--- src/rtl/instr_fetch_pkg.sv ---
// Shared widths, reset instruction value and FSM encoding for the fetch stage.
package instr_fetch_pkg;

    localparam int          DATA_W_DEFAULT    = 16;
    localparam int          ADDR_W_DEFAULT    = 8;
    localparam logic [15:0] NOP_INSTR_DEFAULT = 16'h0000;

    typedef enum logic {
        RST_WAIT = 1'b0,
        FETCH    = 1'b1
    } fetch_state_t;

endpackage

--- src/rtl/fetch_skid_buffer.sv ---
// One-entry holding register for a fetched word and its PC tag.
// When load and unload are both asserted, load wins and the entry is replaced.
module fetch_skid_buffer #(
    parameter int DATA_W = 16,
    parameter int ADDR_W = 8
) (
    input  logic              clk,
    input  logic              srst,
    input  logic              load,
    input  logic              unload,
    input  logic [DATA_W-1:0] load_data,
    input  logic [ADDR_W-1:0] load_pc,
    output logic              valid,
    output logic [DATA_W-1:0] data,
    output logic [ADDR_W-1:0] pc
);

    logic              valid_reg;
    logic [DATA_W-1:0] data_reg;
    logic [ADDR_W-1:0] pc_reg;

    always_ff @(posedge clk) begin
        if (srst) begin
            valid_reg <= 1'b0;
            data_reg  <= '0;
            pc_reg    <= '0;
        end else if (load) begin
            valid_reg <= 1'b1;
            data_reg  <= load_data;
            pc_reg    <= load_pc;
        end else if (unload) begin
            valid_reg <= 1'b0;
        end
    end

    assign valid = valid_reg;
    assign data  = data_reg;
    assign pc    = pc_reg;

endmodule

--- src/rtl/instruction_fetch.sv ---
// Fetch stage: issues PC to a 1-cycle synchronous instruction memory, captures the
// returned word into IR with its PC tag, and holds one extra word in a skid buffer.
module instruction_fetch
    import instr_fetch_pkg::*;
#(
    parameter int                DATA_W    = DATA_W_DEFAULT,
    parameter int                ADDR_W    = ADDR_W_DEFAULT,
    parameter logic [DATA_W-1:0] NOP_INSTR = DATA_W'(NOP_INSTR_DEFAULT)
) (
    input  logic              CLK,
    input  logic              IF_RST,
    input  logic [ADDR_W-1:0] PC,
    output logic              PC_EN,
    output logic [ADDR_W-1:0] IMEM_ADDR,
    output logic              IMEM_RD,
    input  logic [DATA_W-1:0] IMEM_DATA,
    input  logic              IF_STALL,
    input  logic              IF_FLUSH,
    output logic [DATA_W-1:0] IR,
    output logic [ADDR_W-1:0] IR_PC,
    output logic              IR_VALID
);

    fetch_state_t      state_reg, state_next;
    logic              inflight_reg;
    logic [ADDR_W-1:0] inflight_pc_reg;
    logic [DATA_W-1:0] ir_reg, ir_next;
    logic [ADDR_W-1:0] ir_pc_reg, ir_pc_next;
    logic              ir_valid_reg, ir_valid_next;

    logic              skid_valid;
    logic [DATA_W-1:0] skid_data;
    logic [ADDR_W-1:0] skid_pc;
    logic              skid_load;
    logic              skid_unload;

    logic              issue;
    logic              consume;
    logic              arrival;

    // The skid blocks issue, so at most one word is ever in flight behind a full skid.
    assign issue   = (state_reg == FETCH) && !IF_FLUSH && !IF_STALL && !skid_valid;
    assign consume = ir_valid_reg && !IF_STALL;
    assign arrival = inflight_reg && !IF_FLUSH;

    assign PC_EN     = issue;
    assign IMEM_RD   = issue;
    assign IMEM_ADDR = PC;

    always_comb begin
        state_next = state_reg;
        case (state_reg)
            RST_WAIT: state_next = FETCH;
            FETCH:    state_next = FETCH;
            default:  state_next = RST_WAIT;
        endcase
    end

    always_comb begin
        ir_next       = ir_reg;
        ir_pc_next    = ir_pc_reg;
        ir_valid_next = ir_valid_reg;
        skid_load     = 1'b0;
        skid_unload   = 1'b0;

        if (IF_FLUSH) begin
            ir_next       = NOP_INSTR;
            ir_valid_next = 1'b0;
            skid_unload   = 1'b1;
        end else if (arrival) begin
            if (skid_valid && consume) begin
                ir_next       = skid_data;
                ir_pc_next    = skid_pc;
                ir_valid_next = 1'b1;
                skid_load     = 1'b1;
            end else if (!ir_valid_reg || consume) begin
                ir_next       = IMEM_DATA;
                ir_pc_next    = inflight_pc_reg;
                ir_valid_next = 1'b1;
            end else begin
                skid_load = 1'b1;
            end
        end else if (skid_valid && (consume || !ir_valid_reg)) begin
            ir_next       = skid_data;
            ir_pc_next    = skid_pc;
            ir_valid_next = 1'b1;
            skid_unload   = 1'b1;
        end else if (consume) begin
            ir_next       = NOP_INSTR;
            ir_valid_next = 1'b0;
        end
    end

    always_ff @(posedge CLK) begin
        if (IF_RST) begin
            state_reg       <= RST_WAIT;
            inflight_reg    <= 1'b0;
            inflight_pc_reg <= '0;
            ir_reg          <= NOP_INSTR;
            ir_pc_reg       <= '0;
            ir_valid_reg    <= 1'b0;
        end else begin
            state_reg       <= state_next;
            inflight_reg    <= issue;
            inflight_pc_reg <= PC;
            ir_reg          <= ir_next;
            ir_pc_reg       <= ir_pc_next;
            ir_valid_reg    <= ir_valid_next;
        end
    end

    fetch_skid_buffer #(
        .DATA_W (DATA_W),
        .ADDR_W (ADDR_W)
    ) u_skid (
        .clk       (CLK),
        .srst      (IF_RST),
        .load      (skid_load),
        .unload    (skid_unload),
        .load_data (IMEM_DATA),
        .load_pc   (inflight_pc_reg),
        .valid     (skid_valid),
        .data      (skid_data),
        .pc        (skid_pc)
    );

    assign IR       = ir_reg;
    assign IR_PC    = ir_pc_reg;
    assign IR_VALID = ir_valid_reg;

endmodule

--- config.mk ---
export PLATFORM = sky130hd
export DESIGN_NAME = instruction_fetch
export DESIGN_NICKNAME = d
export VERILOG_FILES = /design/src/rtl/instr_fetch_pkg.sv /design/src/rtl/fetch_skid_buffer.sv /design/src/rtl/instruction_fetch.sv
export SDC_FILE = /design/constraint.sdc
export NUM_CORES = 1
export LEC_CHECK = 0
export BUFFER_PORTS_ARGS = -buffer_cell sky130_fd_sc_hd__buf_2
export CAP_MARGIN = 5
export CORE_UTILIZATION = 54
export CTS_BUF_LIST = sky130_fd_sc_hd__clkbuf_2
export CTS_CLUSTER_DIAMETER = 150
export DETAILED_ROUTE_END_ITERATION = 7
export GPL_TIMING_DRIVEN = 0
export PLACE_DENSITY_LB_ADDON = 0.2
export SLEW_MARGIN = 10
export SYNTH_ARGS = -nofsm -noshare
export SYNTH_HDL_FRONTEND = slang
export SYNTH_HIERARCHICAL = 1
export SYNTH_SLANG_ARGS = --single-unit
--- constraint.sdc ---
create_clock -name CLK -period 1.7 [get_ports CLK]
set_input_delay 0.425 -clock CLK [delete_from_list [all_inputs] [get_ports CLK]]
set_output_delay 0.425 -clock CLK [all_outputs]
set_load 0.02 [all_outputs]
==> out/summary.json <==
{
  "outcome": {
    "run_status": "finished with violations",
    "violations": "negative setup slack"
  },
  "drt": {
    "post_drt_via_cell_ratio": 5.35,
    "amount_of_wire_on_met2_after_detailed_routing_mm": 2.63,
    "route.vias.total": 2007,
    "detail_route.drc_violations": 0,
    "first_pass_detailed_route_iteration_total": 4,
    "met3_length_um": 270,
    "wl_per_cell_um": 14.2,
    "met1_length_mm": 2.36,
    "routed_wirelength_mm": 5.32,
    "initialDrtViolationCount": 92,
    "final_antenna_net_count": 0,
    "routed.top_layer": "met4"
  },
  "pwr": {
    "p_leak_nw": 1.36,
    "pwr-share-seq_pct": 63.1,
    "swShare_pct": 25.6,
    "net-switching-power_mw": 0.584,
    "power_frac_clock_pct": 28.2,
    "power.share.combinational_pct": 8.7,
    "power-per-cell-area_nw_per_um2": 764,
    "vdd_drop_max_v": 0.000476,
    "power.internal_mw": 1.70
  },
  "die": {
    "core.rowCount": 24,
    "io_pins": 63,
    "initial_core_util_pct": 56.4,
    "die_height_um": 69.6,
    "die_width_um": 69.6,
    "core_area_sq_um": 4380,
    "die_area_sq_um": 4850
  },
  "setup_path": {
    "crit_end_element": "primary output",
    "reg2reg_slack_ns": 0.10,
    "required_ns": 1.27,
    "r2r_end": "IR[9]",
    "critical_path_arrival_ns": 1.33,
    "rr_startpoint": "IR_VALID",
    "depth_of_the_worst_register_to_register_path": 7,
    "startpoint_type": "register",
    "crit_type": "register to primary output",
    "crit_path_max_fanout": 3
  },
  "global_routing": {
    "vias_in_the_first_global_route": 1919,
    "grt_first_pass_wirelength_mm": 8.63,
    "globalRouteOverflowTotal": 0,
    "globalRouteTotalUtil_pct": 22.7,
    "grt_start_max_net_pins": 11,
    "antenna_found_initial": 0
  },
  "sta": {
    "final-setup-viol-count": 2,
    "period_share_pct": 103,
    "fmax_ghz": 0.570,
    "worst_slew_margin_rel_pct": 65.8,
    "final_max_slew_viol_count": 0,
    "hold_ws_ns": 0.195,
    "worst_slew_pin_slew_ns": 0.513,
    "min_period_ns": 1.76,
    "grt_setup_unrepaired": "yes",
    "skew_ns": 0.0170,
    "finalWorstSetupSlack_ns": -0.0556,
    "final-hold-violation-count": 0
  },
  "synth": {
    "synth.top_cells.by_area": "sky130_fd_sc_hd__dfxtp_1 (49%), sky130_fd_sc_hd__mux2i_1 (13%), sky130_fd_sc_hd__nor2_1 (7.7%), sky130_fd_sc_hd__a221oi_1 (5.0%), sky130_fd_sc_hd__buf_4 (3.3%)",
    "synth.net_count": 273,
    "synthDominantAreaCellType": "sky130_fd_sc_hd__dfxtp_1",
    "synth_largest_type_area_fraction_pct": 48.6,
    "edff_count_synth": 0,
    "synth_warnings": 6,
    "asyncSetResetFlopFracSynth_pct": 0,
    "synth-seq-area-share_pct": 48.6,
    "syn_inst": 245,
    "syn_area_per_cell_sq_um": 10.1,
    "ys.flop_type": "sky130_fd_sc_hd__dfxtp_1",
    "yosys.cell_types.count": 32,
    "synth_seq_cells": 60,
    "netlist_area_sq_um": 2470
  },
  "final_layout": {
    "layout-drive-gt1-share_pct": 35.6,
    "filler_cell_count": 366,
    "finish.instance_area_sq_um": 2990,
    "antenna-diode-count": 0,
    "multiInputGateArea_sq_um": 1100,
    "register_area_sq_um": 1210,
    "area_delta_synth_final_pct": 20.8,
    "design.final.nets": 347
  },
  "cts": {
    "cts.sink_count": 60,
    "deepest_clock_path_buffer_count": 2,
    "path_clk_slew_ns": 0.14,
    "h_tree_depth_reported_by_cts": 3,
    "tritoncts.num_buffers": 9,
    "postCtsHoldBufs": 0,
    "clock_tree.root_cell": "sky130_fd_sc_hd__clkbuf_2",
    "tritoncts": "yes",
    "worst_skew_pair.late_latency_ns": 0.45
  },
  "min_path": {
    "timing.hold.worst.start": "PC[2]",
    "worstHoldEndpoint": "inflight_pc_reg[2]",
    "hold_depth": 2,
    "hp-class": "primary input to register"
  },
  "placed_design": {
    "port_buffers": 61,
    "gp_congestion": 0.765,
    "dp.final_hpwl_mm": 3.73,
    "dpl_cell_area_sq_um": 2860
  },
  "job": {
    "cap_violations": 0
  }
}
[cells by family after synthesis]
family / after synthesis / synth area share [%]
AO/OA/AOI/OAI: 53 / 16.2
buffers and inverters: 28 / 8.66
flip-flops: 60 / 48.6
multiplexers: 32 / 13.0
AND/OR/NAND/NOR: 72 / 13.6
[cell usage in the layout, fill, tap and decap left out, drive strengths merged, types with 2 or more instances in the layout]
master and instances:
nor2b 8, inv 2, clkinv 4, a211oi 8, o21ai 16, nor2 51
dfxtp 60, a21oi 4, mux2i 32, nand2b 3, and2 2, a21o 3
buf 83, nand2 5, clkbuf 17, a31oi 3, a221oi 14
[power groups by stage]
stage	Combinational, mW	Sequential (mW)	Clock, mW
2_1_floorplan	0.0996	1.48	0
3_3_place_gp	0.189	1.47	0
3_5_place_dp	0.193	1.47	0
4_1_cts	0.196	1.44	0.661
5_1_grt	0.215	1.44	0.718
6_report	0.198	1.44	0.644
[critical path: stages (launching register included)]
cell and delay, ns:
sky130_fd_sc_hd__dfxtp_4 0.38, sky130_fd_sc_hd__nor4b_4 0.25, sky130_fd_sc_hd__buf_4 0.16, sky130_fd_sc_hd__buf_6 0.10
[cells in the mapped netlist, types with 4 or more instances]
library cell               instances
sky130_fd_sc_hd__a211oi_1          5
sky130_fd_sc_hd__a221oi_1         14
sky130_fd_sc_hd__nor2b_1           8
sky130_fd_sc_hd__dfxtp_1          60
sky130_fd_sc_hd__buf_6             4
sky130_fd_sc_hd__clkbuf_1          5
sky130_fd_sc_hd__o21ai_0          15
sky130_fd_sc_hd__nor2_1           51
sky130_fd_sc_hd__buf_4            11
sky130_fd_sc_hd__buf_2             4
sky130_fd_sc_hd__nand2_1           5
sky130_fd_sc_hd__mux2i_1          32
[layout make-up]
class / instances / share of cell area (%)
multi-input combinational: 157 / 36.8
buffer: 25 / 6.79
clock buffer: 11 / 1.84
inverter: 2 / 0.251
clock inverter: 4 / 0.587
tap: 52 / 2.18
sequential: 60 / 40.4
timing repair buffer: 64 / 11.2
[per-stage QoR]
step	TNS [ns]	instances	setup WS [ns]	total power, mW	util, %
2_1_floorplan	0	245	0.144	1.58	-
3_3_place_gp	-1.49	358	-0.0914	1.66	65.2
3_5_place_dp	-2.03	358	-0.141	1.66	65.2
4_1_cts	-0.0972	375	-0.0720	2.30	67.4
5_1_grt	-0.203	375	-0.127	2.37	68.1
6_report	-0.0637	375	-0.0556	2.28	68.1
[worst max-delay path by stage]
| stage | startpoint | endpoint | slack, ns | depth (start not counted) |
|---|---|---|---|---|
| after floorplan | u_skid/valid | PC_EN | 0.14 | 3 |
| after global placement | IF_STALL | IR[3] | -0.09 | 7 |
| after detailed placement | IF_STALL | IR[3] | -0.14 | 7 |
| after CTS | u_skid/valid | PC_EN | -0.07 | 3 |
| after global routing | u_skid/valid | PC_EN | -0.13 | 3 |
| final | u_skid/valid | PC_EN | -0.06 | 3 |
[routing by layer]
layer,vias up,GRT usage [%]
met4,0,7.78
met1,945,27.8
met5,-,0
met2,56,38.3
li1,997,-
met3,9,6.54
[repair_timing]
item                                    4_1_cts  5_1_grt
pin swaps                                     1        1
endpoints found under the setup margin        2       16
gates resized for setup                       5        7
setup buffers                                 3        0
endpoints found under the hold margin         0        0
(Power assumes the default switching activity.)
